$ cat src/rtl/alu_req_arbiter.sv
// Two-requester front end for a shared 4-bit ALU: arbitrate, latch the winner's op,
// execute for one cycle and hold the registered result until the winner takes it.
module alu_req_arbiter #(
    parameter int ARB_MODE = 1,
    parameter int CNT_W    = 8
) (
    input  logic             clk,
    input  logic             rst,
    input  logic [1:0]       req_valid,
    output logic [1:0]       req_ready,
    input  logic [2:0]       req0_op,
    input  logic [3:0]       req0_a,
    input  logic [3:0]       req0_b,
    input  logic [2:0]       req1_op,
    input  logic [3:0]       req1_a,
    input  logic [3:0]       req1_b,
    output logic [1:0]       rsp_valid,
    input  logic [1:0]       rsp_ready,
    output logic [3:0]       rsp_result,
    output logic             rsp_carry,
    output logic             rsp_zero,
    output logic             rsp_ovf,
    output logic             busy,
    output logic             last_gnt,
    output logic [CNT_W-1:0] ops_done
);

    typedef enum logic [1:0] {IDLE, EXEC, RESP} state_t;

    state_t     state, state_nxt;
    logic       gnt_any, gnt_sel, accept, rsp_take;
    logic       gnt_idx;
    logic [2:0] op_p0;
    logic [3:0] a_p0, b_p0;
    logic [6:0] alu_p0;

    // Packed as {result[3:0], carry, zero, ovf}.
    function automatic logic [6:0] alu_eval(input logic [2:0] op, input logic [3:0] a,
                                            input logic [3:0] b);
        logic [3:0] bx;
        logic [4:0] sum;
        logic [3:0] res;
        logic       c, z, v;
        bx  = (op == 3'd1) ? ~b : b;
        sum = {1'b0, a} + {1'b0, bx} + {4'd0, (op == 3'd1)};
        c   = 1'b0;
        v   = 1'b0;
        case (op)
            3'd0, 3'd1: begin
                res = sum[3:0];
                c   = sum[4];
                v   = (a[3] == bx[3]) && (sum[3] != a[3]);
            end
            3'd2:    res = ~a;
            3'd3:    res = a & b;
            3'd4:    res = a | b;
            3'd5:    res = a ^ b;
            3'd6:    res = {3'b000, ($signed(a) < $signed(b))};
            default: res = {3'b000, (a == b)};
        endcase
        z = (op >= 3'd6) ? ~res[0] : (res == 4'd0);
        return {res, c, z, v};
    endfunction

    always_comb begin
        gnt_any = |req_valid;
        case (req_valid)
            2'b10:   gnt_sel = 1'b1;
            2'b11:   gnt_sel = (ARB_MODE != 0) ? ~last_gnt : 1'b0;
            default: gnt_sel = 1'b0;
        endcase
    end

    always_comb begin
        state_nxt = state;
        req_ready = 2'b00;
        rsp_valid = 2'b00;
        accept    = 1'b0;
        rsp_take  = 1'b0;
        case (state)
            IDLE: begin
                if (gnt_any && !rst) begin
                    req_ready[gnt_sel] = 1'b1;
                    accept             = 1'b1;
                    state_nxt          = EXEC;
                end
            end
            EXEC: state_nxt = RESP;
            RESP: begin
                rsp_valid[gnt_idx] = 1'b1;
                if (rsp_ready[gnt_idx]) begin
                    rsp_take  = 1'b1;
                    state_nxt = IDLE;
                end
            end
            default: state_nxt = IDLE;
        endcase
    end

    assign busy   = (state != IDLE);
    assign alu_p0 = alu_eval(op_p0, a_p0, b_p0);

    always_ff @(posedge clk) begin
        if (rst) begin
            state      <= IDLE;
            gnt_idx    <= 1'b0;
            last_gnt   <= 1'b1;
            ops_done   <= '0;
            rsp_result <= 4'd0;
            rsp_carry  <= 1'b0;
            rsp_zero   <= 1'b0;
            rsp_ovf    <= 1'b0;
        end else begin
            state <= state_nxt;
            if (accept) begin
                gnt_idx  <= gnt_sel;
                last_gnt <= gnt_sel;
            end
            // EXEC -> RESP boundary: ALU output registered into the response holding regs
            if (state == EXEC)
                {rsp_result, rsp_carry, rsp_zero, rsp_ovf} <= alu_p0;
            if (rsp_take)
                ops_done <= ops_done + CNT_W'(1);
        end
    end

    // IDLE -> EXEC boundary: operand capture is data-only, no reset needed
    always_ff @(posedge clk) begin
        if (accept) begin
            op_p0 <= gnt_sel ? req1_op : req0_op;
            a_p0  <= gnt_sel ? req1_a  : req0_a;
            b_p0  <= gnt_sel ? req1_b  : req0_b;
        end
    end

endmodule
$ cat config.mk
export PLATFORM = sky130hd
export DESIGN_NAME = alu_req_arbiter
export DESIGN_NICKNAME = d
export VERILOG_FILES = /design/src/rtl/alu_req_arbiter.sv
export SDC_FILE = /design/constraint.sdc
export NUM_CORES = 1
export LEC_CHECK = 0
export BUFFER_PORTS_ARGS = -buffer_cell sky130_fd_sc_hd__buf_2
export CAP_MARGIN = 20
export CELL_PAD_IN_SITES_DETAIL_PLACEMENT = 0
export CELL_PAD_IN_SITES_GLOBAL_PLACEMENT = 1
export CORE_ASPECT_RATIO = 1.25
export CORE_MARGIN = 5
export CORE_UTILIZATION = 32
export CTS_CLUSTER_DIAMETER = 150
export CTS_CLUSTER_SIZE = 14
export DETAILED_ROUTE_END_ITERATION = 12
export HOLD_SLACK_MARGIN = 0.03
export MAX_ROUTING_LAYER = met4
export PLACE_DENSITY = 0.76
export SETUP_SLACK_MARGIN = 0.15
export SLEW_MARGIN = 10
export SYNTH_ARGS = -nofsm -noshare
export SYNTH_HDL_FRONTEND = slang
export SYNTH_SLANG_ARGS = --single-unit
$ cat constraint.sdc
create_clock -name clk -period 2.4 [get_ports clk]
set_clock_uncertainty 0.2 [all_clocks]
set_input_delay 0.48 -clock clk [delete_from_list [all_inputs] [get_ports clk]]
set_output_delay 0.48 -clock clk [all_outputs]
set_load 0.01 [all_outputs]
Word level (Yosys, flattened, before mapping):

Index checks and enable logic that the tools add are counted.

* reductions and logical operators: 12
* equality and inequality tests: 15
* magnitude comparators: 6
* muxes and demuxes: 25
* bitwise logic cells: 7
* add/sub/neg operators: 3

Operator list (count)
* one-hot mux 4 bit (6 select lines): 1
* 2-to-1 mux 4 bit: 3
* 2-to-1 mux 1 bit: 11
* 2-to-1 mux 2 bit: 5
* == test 3 bit (second input constant): 3
* adder 8 x 1 -> 8 bit (second input constant): 1
* inverter 4 bit: 2
* == test 2 bit (second input constant): 3
* == test 3 x 2 -> 1 bit (second input constant): 2
* one-hot mux 2 bit (3 select lines): 1
* adder 4 x 4 -> 5 bit: 1
* adder 5 x 1 -> 5 bit: 1
* bitwise AND 4 bit: 1
* == test 4 bit: 1
* logical AND 1 bit: 4
* logical NOT 4 bit: 1
* < comparator 1 x 2 -> 1 bit (second input constant): 2
* < comparator 4 bit: 1
* != test 2 bit (second input constant): 2
* OR 4 bit: 1
* OR reduction 2 bit: 2
* bitwise XOR 4 bit: 1
* == test 3 x 1 -> 1 bit (second input constant): 1
* greater-or-equal comparator 3 bit (second input constant): 1
* 13 further kinds: 16

* flip-flop bits (word level): 30
* logic and storage cells: 79
* output and inout port bits: 21
* input port bits: 28

Longest topological paths before layout:

* word-level depth: 8
* gate-level depth with buffers: 10
* gate-level depth less buffers: 9

Worst setup path before layout:

No wires, ideal clock.

* kind: reg2reg
* start point: register op_p0[2]
* end point: register rsp_zero
* arrival time: 2360 ps
* clock period less this slack: 2619 ps
* buffers on the path: 1
* path slack: -219 ps
* library setup time: 59 ps
* cell stages (with the launch flop): 11
* data required time: 2141 ps
* cells stage by stage: edfxtp_1 -> buf_6 -> nor2_1 -> nand2_1 -> xnor2_1 -> fa_1 -> xor2_1 -> o211ai_1 -> o311ai_0 -> nor4_1 -> a31o_1

* word-level cells in the longest chain between the ends: 7
* elaborated cells between the ends (all ways): 16
* classes of those cells: add/sub (2); order compare (1); eq/ne (6); mux (3); bitwise (1); reduce/logical (3)

Ends and longest elaborated chain
* start, declared: RTL line 33 `logic [2:0] op_p0;`
* start signal, assigned: RTL line 130 `op_p0 <= gnt_sel ? req1_op : req0_op;`
* == test 3 x 1 -> 1 bit: RTL line 44, 45, 48
* 2-to-1 mux 4 bit: RTL line 44 `bx = (op == 3'd1) ? ~b : b;`
* adder 4 x 4 -> 5 bit: RTL line 45 `sum = {1'b0, a} + {1'b0, bx} + {4'd0, (op == 3'd1)};`
* adder 5 x 1 -> 5 bit: RTL line 45
* one-hot mux 4 bit (6 select lines): RTL line 48 `case (op)`
* logical NOT 4 bit or inverter 1 bit (tied branches): RTL line 61 `z = (op >= 3'd6) ? ~res[0] : (res == 4'd0);`
* 2-to-1 mux 1 bit (*): RTL line 61
* end signal, assigned: RTL line 121 `{rsp_result, rsp_carry, rsp_zero, rsp_ovf} <= alu_p0;`
* end, declared: RTL line 21 `output logic rsp_zero,`

Every way passes the cells marked *; elsewhere a longest branch is shown, timed or not.
A chain may end at the register's enable or synchronous reset.

Final worst setup path:

Ends and elaborated chain as after synthesis.

==> impl_metrics.yaml <==
power:
  vdd_drop_max_uv: 487
  p_leak_nw: 1.13
  p_switching_uw: 391
  power_switching_share_pct: 28.6
  internal_power_uw: 975
  p_comb_share_pct: 26.1
  design_power_total_mw: 1.37
  p_clk_share_pct: 30.5
  seqPwrFrac_pct: 43.4
  power_density_nw_per_um2: 548
sta:
  worst_slew_pin_slew_ns: 0.512
  period_needed_ns: 2.40
  setup_viol: 0
  finalHoldViolCount: 0
  rsz0062_at_grt: "yes"
  final_max_slew_viol_count: 0
  fin_setup_tns_ns: 0
  finalCritPeriodShare_pct: 99.9
  fmax_ghz: 0.417
  max_slew_margin_pct: 65.8
min_path:
  hold_depth: 2
  worstHoldStart: "rsp_result[1]$_SDFFE_PP0N_"
  hold_path.class: "flop to flop"
  whs_endpoint: "rsp_result[1]$_SDFFE_PP0N_"
drt:
  drc: 0
  top_layer: "met4"
  routedWlPerCell_um: 13.2
  wirelength_mm: 4.36
  met2_length_mm: 2.24
  wl_met1_mm: 1.88
  viasPerCell: 4.80
  first_pass_iters: 4
  num_vias: 1578
  wl_met3_um: 184
  postRouteAntennaNets: 0
  drt_iter0_drc: 71
die:
  die_area_um2: 7440
  core-area_um2: 5700
  placementRows: 31
  io-pin-count: 49
  die_h_um: 95.2
  die_width_um: 78.1
  start_util_pct: 32.6
critical_path:
  rr_worst_depth: 9
  crit_arrival_ns: 2.42
  worstPathRequired_ns: 2.42
  r2r_start: "op_p0[2]$_DFFE_PP_"
  crit_fanout: 2
  critical_path_class: "flop to flop"
  end_kind: "flop"
  startpoint_type: "flop"
  reg2reg_slack_ns: 0.003
  reg2reg_to: "rsp_zero$_SDFFE_PP0N_"
logic_synthesis:
  synth_compound_area_share_pct: 12.7
  synthArstFlopShare_pct: 0
  yosysSeqAreaShare_pct: 38.3
  synth-seq-cells: 30
  syn_area_per_cell_um2: 9.72
  synth_area_um2: 1860
  synth_top_family_by_area: "simple AND/OR/NAND/NOR gates"
  yosys.area.top_type: "dfxtp_1"
  synth_ff_type: "dfxtp_1"
  ys_warn_count: 0
  synth_edf_count: 11
  syn-num-nets: 236
  synth-xor-area-share_pct: 6.13
  synthMuxAreaShare_pct: 7.75
  ys_top_cells_by_area: "dfxtp_1, edfxtp_1, ha_1, nor2_1, mux2_2"
  synth-simple-area-share_pct: 19.1
  netlist.area_leader.share_pct: 20.5
  synth-adder-area-share_pct: 11.9
  syn_inst: 191
  ys_types: 47
placed_design:
  gp_congestion: 0.831
  port_buffers: 48
  placed_area_um2: 2280
  dp_hpwl_mm: 3.44
cells_and_area:
  n_fill_cell: 560
  antenna_cells: 0
  final_util_pct: 43.7
  nets: 307
  synthToLayoutAreaGrowth_pct: 34.2
  seqCellArea_um2: 711
  post_route_cells_drive_above_1_share_pct: 39.2
  multi_input_area_um2: 1150
  finalInstanceArea_um2: 2490
outcome:
  status: "finished clean"
clock_network:
  htree_num_levels: 2
  cts_tree: "done"
  cts_made_buffers: 5
  cts_hold_buf: 0
  clk_latency_ns: 0.28
  clk_pin_slew_ns: 0.07
  cts_buffer_depth: 2
  cts_root_buf: "clkbuf_8"
  cts.sinks: 30
global_route:
  grt_pass1_vias: 1526
  grt_max_degree: 20
  grt_pass1_wl_mm: 6.91
  grt-ovfl-total: 0
  antenna_found_initial: 0
  grt_usage_pct: 11.8
job:
  drv_cap: 0
## flip-flops by register name, summed over array words and instances (netlist names)
signal      cells
rsp_carry       1
rsp_result      4
gnt_idx         1
last_gnt        1
rsp_zero        1
state           2
op_p0           3
b_p0            4
a_p0            4
ops_done        8
rsp_ovf         1
## synthesized netlist by cell type (all sizes together), types with 2 or more instances
library cell / number
a21oi: 10
dfxtp: 19
o21ai: 5
mux2i: 2
xnor2: 7
clkbuf: 2
a21o: 2
nor4: 2
nand2b: 6
xor2: 6
nand3: 4
o211ai: 4
nor2b: 5
nor2: 20
nand2: 11
ha: 16
a31oi: 2
and3: 3
buf: 3
nand4: 4
mux2: 11
edfxtp: 11
inv: 13
nor3: 5
## per-layer routing
layer | vias to the layer above | global-route usage, %
li1 | 814 | -
met1 | 722 | 14.1
met2 | 34 | 20.0
met3 | 8 | 2.17
met4 | 0 | 4.23
met5 | - | -
## metrics by stage
| stage | cells | worst slack [ns] | hold slack [ns] |
|---|---|---|---|
| floorplan | 191 | -0.0513 | 0.276 |
| global placement | 314 | 0.0330 | 0.242 |
| detailed placement | 314 | -0.0419 | 0.247 |
| CTS | 325 | -0.00779 | 0.257 |
| global route | 329 | -0.144 | 0.293 |
| finish | 329 | 0.00317 | 0.252 |
## power groups by stage
| stage | clock [mW] | combinational, mW | sequential (mW) |
|---|---|---|---|
| 5_1_grt | 0.456 | 0.398 | 0.596 |
| 3_5_place_dp | 0 | 0.318 | 0.601 |
| 4_1_cts | 0.430 | 0.330 | 0.591 |
| 2_1_floorplan | 0 | 0.205 | 0.603 |
| 6_report | 0.416 | 0.357 | 0.593 |
| 3_3_place_gp | 0 | 0.313 | 0.601 |
## what timing repair did
action | 4_1_cts | 5_1_grt
gates cloned | 0 | 0
setup buffers | 3 | 4
gates resized for setup | 3 | 11
pin swaps | 9 | 10
endpoints found under the setup margin | 5 | 8
## cells in the final DEF (no fill, tap or decap), types with 5 or more instances in the layout
master | netlist | final
buf_2 | 2 | 48
dfxtp_1 | 19 | 19
buf_4 | 0 | 18
nor2_1 | 20 | 17
ha_1 | 16 | 15
inv_1 | 12 | 12
edfxtp_1 | 11 | 11
nand2_1 | 11 | 9
a21oi_1 | 9 | 7
nand2b_1 | 6 | 6
mux2_2 | 6 | 6
xor2_1 | 6 | 6
clkbuf_8 | 0 | 6
xnor2_1 | 7 | 5
mux2_1 | 5 | 5
nor2b_1 | 5 | 5
## critical path: stages (launching register included)
cell,delay [ns]
edfxtp_1,0.45
nor2_4,0.14
nand2_2,0.09
xnor2_2,0.16
fa_2,0.35
xor2_1,0.17
o211ai_1,0.19
o311ai_2,0.15
nor4_1,0.27
a31o_1,0.18
## worst max-delay path by stage
| stage | from | end | slack (ns) | depth (start not counted) |
|---|---|---|---|---|
| 3_3_place_gp | op_p0[2]$_DFFE_PP_ | rsp_zero$_SDFFE_PP0N_ | 0.03 | 9 |
| 3_5_place_dp | op_p0[2]$_DFFE_PP_ | rsp_zero$_SDFFE_PP0N_ | -0.04 | 9 |
| 5_1_grt | op_p0[2]$_DFFE_PP_ | rsp_zero$_SDFFE_PP0N_ | -0.14 | 9 |
| 6_report | op_p0[2]$_DFFE_PP_ | rsp_zero$_SDFFE_PP0N_ | 0.003 | 9 |
| 2_1_floorplan | op_p0[1]$_DFFE_PP_ | rsp_zero$_SDFFE_PP0N_ | -0.05 | 9 |
| 4_1_cts | op_p0[2]$_DFFE_PP_ | rsp_zero$_SDFFE_PP0N_ | -0.008 | 9 |
## cell type report
| class | count | area share (%) |
|---|---|---|
| flip-flops and latches | 30 | 28.5 |
| clock inverters | 2 | 0.452 |
| inverters | 13 | 1.96 |
| well taps | 66 | 3.31 |
| clock buffers | 6 | 3.31 |
| repair buffers | 69 | 16.4 |
| multi-input cells | 143 | 46.0 |
## cell families (layout without fill, tap and decap cells)
group | after synthesis | after routing
XOR/XNOR | 13 | 13
flip-flops | 30 | 30
AO/OA/AOI/OAI | 34 | 34
multiplexers | 13 | 13
AND/OR/NAND/NOR | 66 | 66
adder cells (fa/ha/maj) | 17 | 17
buffers and inverters | 18 | 90
No activity file was read; power rests on OpenSTA's default activity.
